`src/rtl/seg_scan_ctrl_pkg.sv`:
```
// Shared definitions for the seven-segment scan controller.
// States plus the dark-output constants for anode and decimal point.
package seg_scan_ctrl_pkg;

    typedef enum logic [1:0] {
        ST_IDLE,
        ST_DRIVE,
        ST_GAP
    } state_e;

    localparam int MAX_DIGITS = 8;

    localparam logic [MAX_DIGITS-1:0] AN_OFF = '1;
    localparam logic DP_OFF = 1'b1;

endpackage

```
`src/rtl/seg_scan_ctrl.sv`:
```
// Time-multiplexed scan of a common-anode 7-segment bank.
// New words are double-buffered and swapped in only at frame boundaries.
module seg_scan_ctrl
    import seg_scan_ctrl_pkg::*;
#(
    parameter int DIGITS  = 8,
    parameter int CLK_DIV = 100000,
    parameter int GAP     = 16
) (
    input  logic                  clk,
    input  logic                  rst,
    input  logic                  enable,
    input  logic [4*DIGITS-1:0]   data_in,
    input  logic                  data_valid,
    output logic                  data_ready,
    input  logic [DIGITS-1:0]     blank_mask,
    input  logic [DIGITS-1:0]     dp_mask,
    output logic [DIGITS-1:0]     an,
    output logic [3:0]            num,
    output logic                  dp
);

    localparam int CMAX = (CLK_DIV > GAP) ? CLK_DIV : GAP;
    localparam int CW   = $clog2((CMAX > 2) ? CMAX : 2);
    localparam int IW   = $clog2((DIGITS > 2) ? DIGITS : 2);

    localparam logic [CW-1:0] DIV_LAST = CW'(CLK_DIV - 1);
    localparam logic [CW-1:0] GAP_LAST = CW'((GAP > 0) ? GAP - 1 : 0);
    localparam logic [IW-1:0] IDX_LAST = IW'(DIGITS - 1);
    localparam logic [DIGITS-1:0] AN_DARK = AN_OFF[DIGITS-1:0];

    state_e              state_q, state_d;
    logic [IW-1:0]       idx_q, idx_d;
    logic [CW-1:0]       cnt_q, cnt_d;
    logic [4*DIGITS-1:0] active_q, active_d;
    logic [4*DIGITS-1:0] pend_word_q, pend_word_d;
    logic                pend_q, pend_d;
    logic [DIGITS-1:0]   an_q, an_d;
    logic [3:0]          num_q, num_d;
    logic                dp_q, dp_d;
    logic                xfer;
    logic                step_digit;

    always_comb begin
        state_d     = state_q;
        idx_d       = idx_q;
        cnt_d       = cnt_q;
        active_d    = active_q;
        pend_word_d = pend_word_q;
        pend_d      = pend_q;
        step_digit  = 1'b0;
        xfer        = data_valid && !pend_q;

        // While idle nothing is on screen, so a word can go live at once.
        if (xfer) begin
            if (state_q == ST_IDLE) begin
                active_d = data_in;
            end else begin
                pend_word_d = data_in;
                pend_d      = 1'b1;
            end
        end

        unique case (state_q)
            ST_IDLE: begin
                if (enable) begin
                    state_d = ST_DRIVE;
                    idx_d   = '0;
                    cnt_d   = '0;
                end
            end
            ST_DRIVE: begin
                if (!enable) begin
                    state_d = ST_IDLE;
                    idx_d   = '0;
                    cnt_d   = '0;
                end else if (cnt_q == DIV_LAST) begin
                    cnt_d = '0;
                    if (GAP == 0) begin
                        step_digit = 1'b1;
                    end else begin
                        state_d = ST_GAP;
                    end
                end else begin
                    cnt_d = cnt_q + 1'b1;
                end
            end
            ST_GAP: begin
                if (!enable) begin
                    state_d = ST_IDLE;
                    idx_d   = '0;
                    cnt_d   = '0;
                end else if (cnt_q == GAP_LAST) begin
                    cnt_d      = '0;
                    state_d    = ST_DRIVE;
                    step_digit = 1'b1;
                end else begin
                    cnt_d = cnt_q + 1'b1;
                end
            end
            default: begin
                state_d = ST_IDLE;
            end
        endcase

        if (step_digit) begin
            if (idx_q == IDX_LAST) begin
                idx_d = '0;
                if (pend_q) begin
                    active_d = pend_word_q;
                    pend_d   = 1'b0;
                end
            end else begin
                idx_d = idx_q + 1'b1;
            end
        end

        // Outputs are computed from next state so they register in step.
        an_d  = AN_DARK;
        num_d = '0;
        dp_d  = DP_OFF;
        unique case (state_d)
            ST_DRIVE: begin
                an_d  = blank_mask[idx_d] ? AN_DARK
                                          : ~(DIGITS'(1) << idx_d);
                num_d = active_d[4*idx_d +: 4];
                dp_d  = ~dp_mask[idx_d];
            end
            ST_GAP: begin
                num_d = num_q;
            end
            default: begin
                num_d = '0;
            end
        endcase
    end

    always_ff @(posedge clk) begin
        if (rst) begin
            state_q     <= ST_IDLE;
            idx_q       <= '0;
            cnt_q       <= '0;
            active_q    <= '0;
            pend_word_q <= '0;
            pend_q      <= 1'b0;
            an_q        <= AN_DARK;
            num_q       <= '0;
            dp_q        <= DP_OFF;
        end else begin
            state_q     <= state_d;
            idx_q       <= idx_d;
            cnt_q       <= cnt_d;
            active_q    <= active_d;
            pend_word_q <= pend_word_d;
            pend_q      <= pend_d;
            an_q        <= an_d;
            num_q       <= num_d;
            dp_q        <= dp_d;
        end
    end

    assign data_ready = ~pend_q;
    assign an         = an_q;
    assign num        = num_q;
    assign dp         = dp_q;

endmodule

```
`config.mk`:
```
export PLATFORM = sky130hd
export DESIGN_NAME = seg_scan_ctrl
export DESIGN_NICKNAME = d
export VERILOG_FILES = /design/src/rtl/seg_scan_ctrl_pkg.sv /design/src/rtl/seg_scan_ctrl.sv
export SDC_FILE = /design/constraint.sdc
export NUM_CORES = 1
export LEC_CHECK = 0
export CAP_MARGIN = 20
export CORE_MARGIN = 8
export CORE_UTILIZATION = 24
export CTS_CLUSTER_SIZE = 8
export DETAILED_ROUTE_END_ITERATION = 16
export MAX_ROUTING_LAYER = met4
export SLEW_MARGIN = 0
export SYNTH_ARGS = -nofsm -noshare
export SYNTH_HDL_FRONTEND = slang
export SYNTH_SLANG_ARGS = --single-unit
```
`constraint.sdc`:
```
create_clock -name clk -period 2.3 [get_ports clk]
set_input_delay 0.23 -clock clk [delete_from_list [all_inputs] [get_ports clk]]
set_output_delay 0.23 -clock clk [all_outputs]
set_load 0.02 [all_outputs]
```
==> results.md <==
- Overall Global Routing Usage: 12.3%
- Tmin final: 2.30 ns
- Worst rel slew slack: 69.9%
- Asr flop ratio synth: 0%
- Number of flops mapped to enable cells by yosys: 0
- Worst-margin pin slew: 0.451 ns
- Cell Rows: 52
- Main synth FF type: dfxtp_1
- Drt drc: 0
- Violated checks: negative setup slack
- Fmax: 0.434 GHz
- Core footprint: 0.0201 mm2
- Layout fillers: 2016
- Initial Util: 24.3%
- Post-synthesis instance area: 0.00488 mm2
- Area growth, synth to finish: 52.7%
- Ant diodes: 0
- P_leak: 0.00289 uW
- Port buffer count: 65
- Library cells used by synthesis: 53
- Die area: 0.0251 mm2
- CP cell instances: nor4_2, nand4_2, buf_6, buf_6, o21ai_0, o21ai_2, mux2_4, a22oi_2, a32o_1
- Initial antenna violation count: 0
- Post-DRT Antenna Nets: 0
- Tot Pwr: 3930 uW
- Chip height: 159 um
- I/O pin cnt: 66
- Gr ovfl total: 0
- Average size of a mapped cell: 8.38 um2
- Gpl congestion: 0.837
- Via Count: 4694
- Worst Hold Class: in -> reg
- Syn_nets: 642
- Most used cell along the critical path: buf_6
- Critical Path Sink Type: flop
- Most common cell after layout, fill and taps aside: buf_4
- Seq/Total Area, Yosys: 41.0%
- Per-cell routed wire length: 15.3 um
- CTS Sinks: 100
- Crit-path max cell delay: 0.35 ns
- Flops & latches, synth: 100
- CTS Hold Bufs: 0
- Register clock-pin slew on the reported worst setup and hold paths: 0.07 ns
- WL final: 15600 um
- Final Skew: 0.00805 ns
- Dpl hpwl: 11000 um
- Cell family with most CP delay: compound AO/OA/AOI/OAI gates
- Pin count of the biggest net entering global routing: 43
- Status: finished with violations
- Hold Fails Final Rpt: 0
- Vias per cell: 4.61
- CTS H-tree lvls: 3
- First-pass GRT wire length: 23600 um
- Final setup violation count: 1
- Arrival time of the worst setup path: 2.60 ns
- Clock Path Buffers: 2
- Pre-antenna DRT Iters: 4
- Synth Instances: 582
- Post-route clock period utilization: 100%
- Clock root cell: clkbuf_16
- Pwr Density: 528 mW/mm2
- Crit Path Class: reg -> reg
- CP Max Fanout: 23
- Slowest stage cell, crit path: nor4_2
- Setup crit start kind: flop
- Layout cells sized above 1: 32.2%
- Setup TNS: -0.00307 ns
- CTS tree: yes
- Max Slew Vio Count: 0
- Total CTS buffers: 9
- Dpl ws: -0.204 ns
- Yosys warns: 0
- Vias in the first global route: 4599
- Peak supply drop: 0.340 mV
- RSZ-0062 raised after global routing: true
- Max Cap Violations: 0
- CP bufs+invs: 2
- DR iter-0 viols: 257
- Final Worst Setup Slack: -0.00307 ns
- Crit path required time: 2.60 ns
- Die width: 159 um
- Commonest non-fill, non-tap cells in the layout: buf_4, dfxtp_1, nand2_1
- Final #Nets: 804
- Clock latency at the later pin of the worst-skew pair: 0.36 ns
## path summary, 6_finish.rpt
path	start	to	slack, ns	cells after the start
hold reg to reg	pend_word_q[4]$_SDFFE_PP0P_	pend_word_q[4]$_SDFFE_PP0P_	0.46	2
setup / recovery	cnt_q[16]$_SDFFE_PP0P_	num[1]$_SDFFE_PP0P_	-0.003	9
hold / removal	rst	cnt_q[0]$_SDFFE_PP0P_	0.41	3
setup reg to reg	cnt_q[16]$_SDFFE_PP0P_	num[1]$_SDFFE_PP0P_	-0.003	9
## routing by layer
| layer | wire length, um | GRT usage, % | vias up | part of all wire (%) |
|---|---|---|---|---|
| met5 | 0 | - | - | 0 |
| met4 | 203 | 3.55 | 0 | 1.3 |
| met3 | 817 | 2.96 | 13 | 5.2 |
| met2 | 7370 | 18.9 | 107 | 47 |
| met1 | 7190 | 15.7 | 2206 | 46 |
| li1 | - | - | 2368 | - |
## cell usage after synthesis, types with 5 or more instances
library cell    n  area, um2
dfxtp_1       100       2000
nand2_1        86        323
nor2_1         56        210
a21oi_1        48        240
o21ai_0        46        230
mux2i_1        28        280
a211oi_1       21        158
nor3_1         21        105
clkbuf_1       20       75.1
mux2_2         13        146
nand3_1        13       65.1
buf_2          10       50.1
nor2b_1        10       62.6
and3_1          9       56.3
nand4_1         9       56.3
ha_1            8        100
inv_1           7       26.3
xnor2_1         7       61.3
xor2_1          6       52.6
o21ai_1         5       25.0
## metrics by stage
step / hold WS (ns) / utilization [%] / area (um2) / cells
2_1_floorplan: 0.366 / - / 4890 / 582
3_3_place_gp: 0.440 / 32.1 / 6440 / 974
3_5_place_dp: 0.445 / 32.1 / 6440 / 974
4_1_cts: 0.422 / 33.8 / 6810 / 990
5_1_grt: 0.424 / 37.1 / 7450 / 1019
6_report: 0.411 / 37.1 / 7450 / 1019
## logic make-up after synthesis
group | share of synthesized area [%]
adder cells (fa/ha/maj) | 2.05
AND/OR/NAND/NOR | 22.9
AO/OA/AOI/OAI | 17.8
XOR/XNOR | 2.33
buffers and inverters | 4.44
flip-flops | 41.0
multiplexers | 9.44
## report_power, final
part           internal, uW  switching [uW]  total [uW]
Combinational           353             298         651
Clock                   738             710        1450
Sequential             1800            32.5        1830
## timing repair
action / 4_1_cts / 5_1_grt
pin swaps: 6 / 33
resized for setup: 20 / 119
setup buffers: 0 / 26
gates cloned: 0 / 3
endpoints found under the setup margin: 13 / 16
## registers in the layout (all words and copies together), names as in the netlist
name         flops
active_q        32
pend_word_q     32
cnt_q           17
an               8
num              4
idx_q            3
state_q          2
dp               1
pend_q           1
## worst register-to-register path, delay by kind of cell, from the launching register on
kind	cells	cell delay, ns
simple gates	2	0.56
mux	1	0.28
flops	1	0.33
compound gates	4	0.72
buf+inv	2	0.36
## area by class of cell
| type | count | area, um2 | share of cell area (%) |
|---|---|---|---|
| clock inverters | 7 | 52.6 | 0.705 |
| well taps | 270 | 338 | 4.53 |
| clock buffers | 9 | 225 | 3.02 |
| flip-flops and latches | 100 | 2010 | 27.0 |
| multi-input cells | 439 | 3070 | 41.2 |
| inverters | 7 | 28.8 | 0.386 |
| repair buffers | 187 | 1720 | 23.1 |
(Power assumes the default switching activity.)
